**src/rtl/mem_arbiter.sv**
```systemverilog
// rtl/mem_arbiter.sv - two-port round-robin arbiter in front of a single-ported memory
module mem_arbiter #(
  parameter int ADDR_W    = 32,
  parameter int DATA_W    = 32,
  parameter int MEM_DEPTH = 1024
) (
  input  logic              clk,
  input  logic              rst_n,
  input  logic              req0_valid,
  output logic              req0_ready,
  input  logic              req0_we,
  input  logic [ADDR_W-1:0] req0_addr,
  input  logic [DATA_W-1:0] req0_wdata,
  input  logic              req1_valid,
  output logic              req1_ready,
  input  logic              req1_we,
  input  logic [ADDR_W-1:0] req1_addr,
  input  logic [DATA_W-1:0] req1_wdata,
  output logic              rsp0_valid,
  input  logic              rsp0_ready,
  output logic [DATA_W-1:0] rsp0_rdata,
  output logic              rsp0_err,
  output logic              rsp1_valid,
  input  logic              rsp1_ready,
  output logic [DATA_W-1:0] rsp1_rdata,
  output logic              rsp1_err,
  output logic              mem_we,
  output logic [ADDR_W-1:0] mem_addr,
  output logic [DATA_W-1:0] mem_wdata,
  input  logic [DATA_W-1:0] mem_rdata,
  output logic              busy
);

  typedef enum logic [1:0] {IDLE, ACCESS, RESP} state_t;

  // one extra bit so depths up to 2**ADDR_W compare correctly
  localparam logic [ADDR_W:0] DEPTH_EXT = (ADDR_W + 1)'(MEM_DEPTH);

  state_t              state;
  state_t              state_nxt;
  logic                cap_we;
  logic                cap_id;
  logic [ADDR_W-1:0]   cap_addr;
  logic [DATA_W-1:0]   cap_wdata;
  logic                last_grant;
  logic [DATA_W-1:0]   rsp_data;
  logic                rsp_err_q;
  logic                grant_any;
  logic                grant_id;
  logic                in_range;

  assign in_range = ({1'b0, cap_addr} < DEPTH_EXT);

  // round-robin pick: on contention the port not served last wins
  always_comb begin
    grant_any = req0_valid | req1_valid;
    grant_id  = req1_valid;
    if (req0_valid && req1_valid) begin
      grant_id = ~last_grant;
    end
  end

  // next-state and per-state handshake/memory strobes
  always_comb begin
    state_nxt  = state;
    req0_ready = 1'b0;
    req1_ready = 1'b0;
    mem_we     = 1'b0;
    rsp0_valid = 1'b0;
    rsp1_valid = 1'b0;
    case (state)
      IDLE: begin
        // ready is masked while reset is held since IDLE is forced then
        if (grant_any && rst_n) begin
          req0_ready = ~grant_id;
          req1_ready = grant_id;
          state_nxt  = ACCESS;
        end
      end
      ACCESS: begin
        mem_we    = cap_we & in_range;
        state_nxt = RESP;
      end
      RESP: begin
        rsp0_valid = ~cap_id;
        rsp1_valid = cap_id;
        if (cap_id ? rsp1_ready : rsp0_ready) begin
          state_nxt = IDLE;
        end
      end
      default: state_nxt = IDLE;
    endcase
  end

  // state register
  always_ff @(posedge clk or negedge rst_n) begin
    if (!rst_n) begin
      state <= IDLE;
    end else begin
      state <= state_nxt;
    end
  end

  // capture the granted request and register the access result
  always_ff @(posedge clk or negedge rst_n) begin
    if (!rst_n) begin
      cap_we     <= 1'b0;
      cap_id     <= 1'b0;
      cap_addr   <= '0;
      cap_wdata  <= '0;
      last_grant <= 1'b1;
      rsp_data   <= '0;
      rsp_err_q  <= 1'b0;
    end else begin
      if (state == IDLE && grant_any) begin
        cap_we     <= grant_id ? req1_we    : req0_we;
        cap_addr   <= grant_id ? req1_addr  : req0_addr;
        cap_wdata  <= grant_id ? req1_wdata : req0_wdata;
        cap_id     <= grant_id;
        last_grant <= grant_id;
      end
      if (state == ACCESS) begin
        rsp_data  <= (cap_we || !in_range) ? '0 : mem_rdata;
        rsp_err_q <= ~in_range;
      end
    end
  end

  assign mem_addr   = cap_addr;
  assign mem_wdata  = cap_wdata;
  assign busy       = (state != IDLE);
  assign rsp0_rdata = rsp_data;
  assign rsp1_rdata = rsp_data;
  assign rsp0_err   = rsp_err_q;
  assign rsp1_err   = rsp_err_q;

endmodule

```
**config.mk**
```make
export PLATFORM = sky130hd
export DESIGN_NAME = mem_arbiter
export DESIGN_NICKNAME = d
export VERILOG_FILES = /design/src/rtl/mem_arbiter.sv
export SDC_FILE = /design/constraint.sdc
export NUM_CORES = 1
export LEC_CHECK = 0
export CORE_UTILIZATION = 35
export CTS_CLUSTER_DIAMETER = 50
export DETAILED_ROUTE_END_ITERATION = 7
export PLACE_DENSITY = 0.74
export SLEW_MARGIN = 0
export SYNTH_ARGS = -nofsm -noshare
export SYNTH_HDL_FRONTEND = slang
export SYNTH_SLANG_ARGS = --single-unit
```
**constraint.sdc**
```tcl
create_clock -name clk -period 2.05 [get_ports clk]
set_input_delay 0.205 -clock clk [delete_from_list [all_inputs] [get_ports clk]]
set_output_delay 0.205 -clock clk [all_outputs]
set_load 0.05 [all_outputs]
```
==> reports/results.ini, run 1 <==
[logic_synthesis]
synth_top_area_share_pct = 47.7
ys_ff_latch = 102
ys_types = 28
synth-seq-area-share_pct = 48.2
syn_area_sq_um = 5300
synth_warnings = 0
synth.largest_area_cell = dfrtp_1
avgSynthCellArea_sq_um = 12.7
synth.area.top_cells = dfrtp_1, mux2_2, o41ai_2
synth_cells = 419
synth_nets = 587

[floorplanning]
start_util_pct = 36.2
num_rows = 44
die_h_um = 125
ioPinCount = 304
die_w_um = 125
core_sq_um = 14600
die_area_sq_um = 15600

[clock_network]
cts_setup_buffers = 0
ctsLongestPathBuffers = 2
cts_tree = done
clk_pin_slew_worst_paths_ps = 70
cts_sinks = 102
root_buffer = clkbuf_16
cts_max_level = 3
cts-buffers-inserted = 9
clk_latency_ps = 340

[power_and_ir_drop]
design_power_total_mw = 11.2
p_leak_nw = 3.70
power.density_nw_per_um2 = 1280
ir_worst_vdd_mv = 0.992

[sta]
timing.slew.headroom_pct = 46.5
worst_pin_slew_ps = 803
setup-violations-final = 1
fin_hold_ws_ps = 235
clock_skew_ps = 6.96
fin_ws_ps = -241
fin_crit_sh_pct = 112
finalCriticalPeriod_ps = 2290
hold_violations = 0
slew_violations = 0
rsz0062_at_grt = yes
fmax_mhz = 437

[worst_setup_path]
crit_end = mem_we
crit_required_ps = 1850
path_max_fanout = 5
reg2reg_depth = 4
cp-startpoint = mem_addr[20]
critPathArrivalTime_ps = 2090
crit_type = reg2out
endpoint_kind = output port
worstReg2RegStart = mem_addr[20]
r2r_slack_ps = 40
r2r-end = rsp0_rdata[10]
cp-start-kind = flip-flop

[status]
status = finished, violations left
violations = design-rule violations, negative setup slack

[grt]
grt_remaining_overflow = 0
antenna_found_initial = 0
grt_pass1_wl_um = 24400
grt_use_total_pct = 19.9
grt_max_degree = 62
grt_pass1_vias = 4785

[worst_hold_path]
hp-class = in2async

[cells_and_area]
drive_gt1_share_pct = 30.0
diodes = 0
design_area_sq_um = 8720
final_nets = 860
area_growth_pct = 64.5

[placed_design]
placed_area_sq_um = 8410
port_buffers = 303
gp_congestion = 0.806
hpwl_um = 11700

[route]
post-route-drc-count = 20
via_count = 4277
detail-route-antenna-nets = 0
dr.first_iter.drc_count = 158
wl_per_cell_um = 17.2
dr.pass1.iters = 8
drt-total-wl_um = 15200
viasPerCell = 4.85

[flow_run]
drv_cap = 0

-- timing repair --
item / in CTS / in global routing
endpoints found under the hold margin: 6 / 0
gates resized for setup: 2 / 2
endpoints found under the setup margin: 35 / 12
hold buffers: 1 / 0
pin swaps: 1 / 0
-- layout by cell type, fill, tap and decap left out, types with 2 or more instances in the layout --
master and n:
o21ai_0 2, dfrtp_1 98, nand2b_1 2, o41ai_1 2, dfrtp_2 3, o41ai_2 30, nor2_1 3, mux2i_1 2
nor4_1 4, clkbuf_16 9, clkbuf_8 3, nand2_1 33, buf_4 21, inv_1 36, buf_12 5, clkinv_2 2
clkdlybuf4s50_1 296, mux2_2 129
-- cells in the mapped netlist (all sizes together) --
library cell    n
a21boi          1
a21oi           1
a2bb2oi         1
a31oi           1
and2            1
and3            1
and3b           1
buf            49
clkbuf         13
dfrtp         101
dfstp           1
inv            36
mux2          129
mux2i           2
nand2          33
nand2b          2
nand4           1
nor2            3
nor3            1
nor4            4
o21a            1
o21ai           2
o41ai          32
or4             2
-- flip-flops by register name, summed over array words and instances, names as in the netlist --
register / flops
cap_id: 1
cap_we: 1
last_grant: 1
mem_addr: 32
mem_wdata: 32
rsp0_err: 1
rsp0_rdata: 32
state: 2
-- cells by family after synthesis --
| group | synth area share, % |
|---|---|
| AO/OA/AOI/OAI | 10.1 |
| buffers and inverters | 9.82 |
| flip-flops | 48.2 |
| multiplexers | 27.8 |
| AND/OR/NAND/NOR | 4.15 |
-- where the power goes --
group          switching, mW  total (mW)  internal [mW]  leakage (nW)
logic                   3.85        6.37           2.52          2.29
registers              0.418        3.14           2.72          1.26
clock network          0.744        1.66          0.921         0.142
total                   5.01        11.2           6.17          3.70
-- worst min-delay path by stage --
stage	slack (ps)	cells past startpoint	to	start
after global placement	30	1	mem_wdata[25]	rst_n
after CTS	210	2	mem_wdata[25]	rst_n
after detailed placement	30	1	mem_wdata[25]	rst_n
after global routing	240	2	mem_wdata[25]	rst_n
final	240	2	mem_wdata[24]	rst_n
after floorplan	-90	0	cap_id	rst_n
-- area by class of cell --
| class | instances | area (sq um) |
|---|---|---|
| clock inverters | 3 | 17.5 |
| well taps | 184 | 230 |
| flip-flops and latches | 102 | 2560 |
| fillers | 1185 | 5920 |
| clock buffers | 13 | 270 |
| multi-input cells | 219 | 2270 |
| inverters | 36 | 135 |
| repair buffers | 324 | 3240 |
-- metrics by stage --
stage               setup TNS [ps]  worst slack [ps]  cells  utilization (%)
floorplan                     -947              -353    419                -
global placement             -3460              -138    864             57.4
detailed placement           -4220              -171    864             57.4
CTS                           -259              -259    881             59.5
global route                  -393              -288    881             59.6
finish                        -241              -241    881             59.6
-- worst max-delay path: stages, from the launching register on --
cell and delay (ps):
dfrtp_2 400, or4_1 500, or4_4 490, nor3_4 190
buf_12 170
-- per-layer routing --
layer	wire length, um	track usage [%]
met2	7870	35.8
met3	1170	6.46
met5	0	0
met1	5650	21.0
met4	484	9.25
Note: power is estimated with default switching activity, not from simulation.
==> run 2, diff against run 1 <==
Clock period 2.05 ns to 1.9 ns, I/O delays scaled along.
==> reports/results.ini, run 2 (synthesized netlist as in run 1, its figures left out) <==
[cells_and_area]
diodes = 0
final_common_cell = clkdlybuf4s50_1
area_growth_pct = 72.6
multiInputGateArea_sq_um = 2450
final_cell_mix = clkdlybuf4s50_1, mux2_2, dfrtp_1, inv_1, nand2_1
drive_gt1_share_pct = 32.5
seqCellArea_sq_um = 2560
final_nets = 880
nFillCells = 1155

[floorplanning]
die_w_um = 125
die_area_sq_um = 15600
core_sq_um = 14600
start_util_pct = 36.2
num_rows = 44
die_h_um = 125
ioPinCount = 304

[route]
dr.first_iter.drc_count = 183
viasPerCell = 4.90
post-route-drc-count = 28
wl_per_cell_um = 17.5
detail-route-antenna-nets = 0
drt-total-wl_um = 15700
via_count = 4413
dr.pass1.iters = 8

[sta]
fmax_mhz = 448
slew_violations = 0
finalCriticalPeriod_ps = 2230
worst_pin_slew_ps = 561
rsz0062_at_grt = yes
hold_violations = 0
fin_ws_ps = -333
setup-violations-final = 34
fin_crit_sh_pct = 118
fin_hold_ws_ps = 241
timing.slew.headroom_pct = 62.5
clock_skew_ps = 6.74

[clock_network]
cts-buffers-inserted = 9
clk_pin_slew_worst_paths_ps = 70
cts_tree = done
cts_max_level = 3
ctsLongestPathBuffers = 2
root_buffer = clkbuf_16
clk_latency_ps = 340
cts_sinks = 102

[worst_setup_path]
endpoint_kind = flip-flop
cp-start-kind = flip-flop
crit_chain = or4_1, or4_4, buf_4, buf_6, buf_6, o41ai_4
path_max_fanout = 6
cpMaxStageDelayCell = or4_1
max_stage_delay_ps = 500
r2r_slack_ps = -330
reg2reg_depth = 6
cp-startpoint = mem_addr[20]
crit_type = reg2reg
worstReg2RegStart = mem_addr[20]
crit_top_cell = buf_6
critPathArrivalTime_ps = 2470
r2r-end = rsp0_rdata[21]
crit_required_ps = 2140

[power_and_ir_drop]
p_leak_nw = 4.06
intPower_mw = 6.92
swShare_pct = 44.4
design_power_total_mw = 12.5
power.switching_mw = 5.53
ir_worst_vdd_mv = 1.20
power.density_nw_per_um2 = 1360
clock_power_share_pct = 15.0
power.share.sequential_pct = 27.4
power.share.combinational_pct = 57.6

[grt]
grt_use_total_pct = 20.2
grt_max_degree = 61
grt_remaining_overflow = 0
grt_pass1_vias = 4732
antenna_found_initial = 0
grt_pass1_wl_um = 24700

[status]
status = finished, violations left
violations = design-rule violations, negative setup slack

[worst_hold_path]
hp-class = in2async

[placed_design]
port_buffers = 303
gp_congestion = 0.807
hpwl_um = 12000

[flow_run]
drv_cap = 0

-- run 2: per-layer routing --
metal  GRT usage, %  wire length [um]  vias to the layer above
met5              0                 0                        -
met1           22.3              6090                     2166
li1               -                 -                     2026
met3           6.33              1190                       29
met4           8.32               390                        0
met2           35.8              8060                      192
-- run 2: critical path, delay by kind of cell, from the launching register on --
| kind | cells | cell delay, ps |
|---|---|---|
| AO/OA/AOI/OAI | 1 | 310 |
| AND/OR/NAND/NOR | 2 | 980 |
| buffers and inverters | 3 | 450 |
| flip-flops | 1 | 390 |
-- run 2: layout make-up --
| class | count | share of cell area, % |
|---|---|---|
| timing repair buffer | 344 | 38.0 |
| sequential | 102 | 27.9 |
| multi-input combinational | 219 | 26.8 |
| clock buffer | 12 | 2.80 |
| tap | 184 | 2.52 |
| inverter | 36 | 1.48 |
| clock inverter | 4 | 0.492 |
-- run 2: power by group through the flow --
| stage | Clock (mW) | Combinational, mW | Sequential, mW |
|---|---|---|---|
| 2_1_floorplan | 0 | 1.92 | 5.86 |
| 3_3_place_gp | 0 | 6.96 | 3.40 |
| 3_5_place_dp | 0 | 7.02 | 3.45 |
| 4_1_cts | 1.92 | 7.11 | 3.42 |
| 5_1_grt | 2.03 | 7.47 | 3.51 |
| 6_report | 1.87 | 7.17 | 3.41 |
-- run 2: worst max-delay path by stage --
stage | end | slack [ps] | cells past startpoint
floorplan | mem_we | -490 | 5
global placement | mem_we | -330 | 4
detailed placement | rsp0_rdata[28] | -370 | 4
CTS | mem_we | -410 | 4
global route | mem_we | -390 | 4
finish | rsp0_rdata[21] | -330 | 6
-- run 2: repair_timing --
| action | 4_1_cts | 5_1_grt |
|---|---|---|
| hold endpoints to repair | 67 | 0 |
| hold buffers | 1 | 0 |
| buffers inserted | 4 | 4 |
| cloned | 0 | 1 |
| gates resized for setup | 12 | 21 |
| pin swaps | 5 | 7 |
| endpoints found under the setup margin | 36 | 35 |
-- run 2: per-stage QoR --
stage	utilization (%)	cell area, sq um	setup TNS, ps	worst slack [ps]	instances
after floorplan	-	5330	-5620	-488	419
after global placement	58.2	8520	-11130	-325	876
after detailed placement	58.2	8520	-12460	-367	876
after CTS	61.0	8930	-9470	-414	897
after global routing	62.5	9150	-10640	-387	901
final	62.5	9150	-9230	-333	901
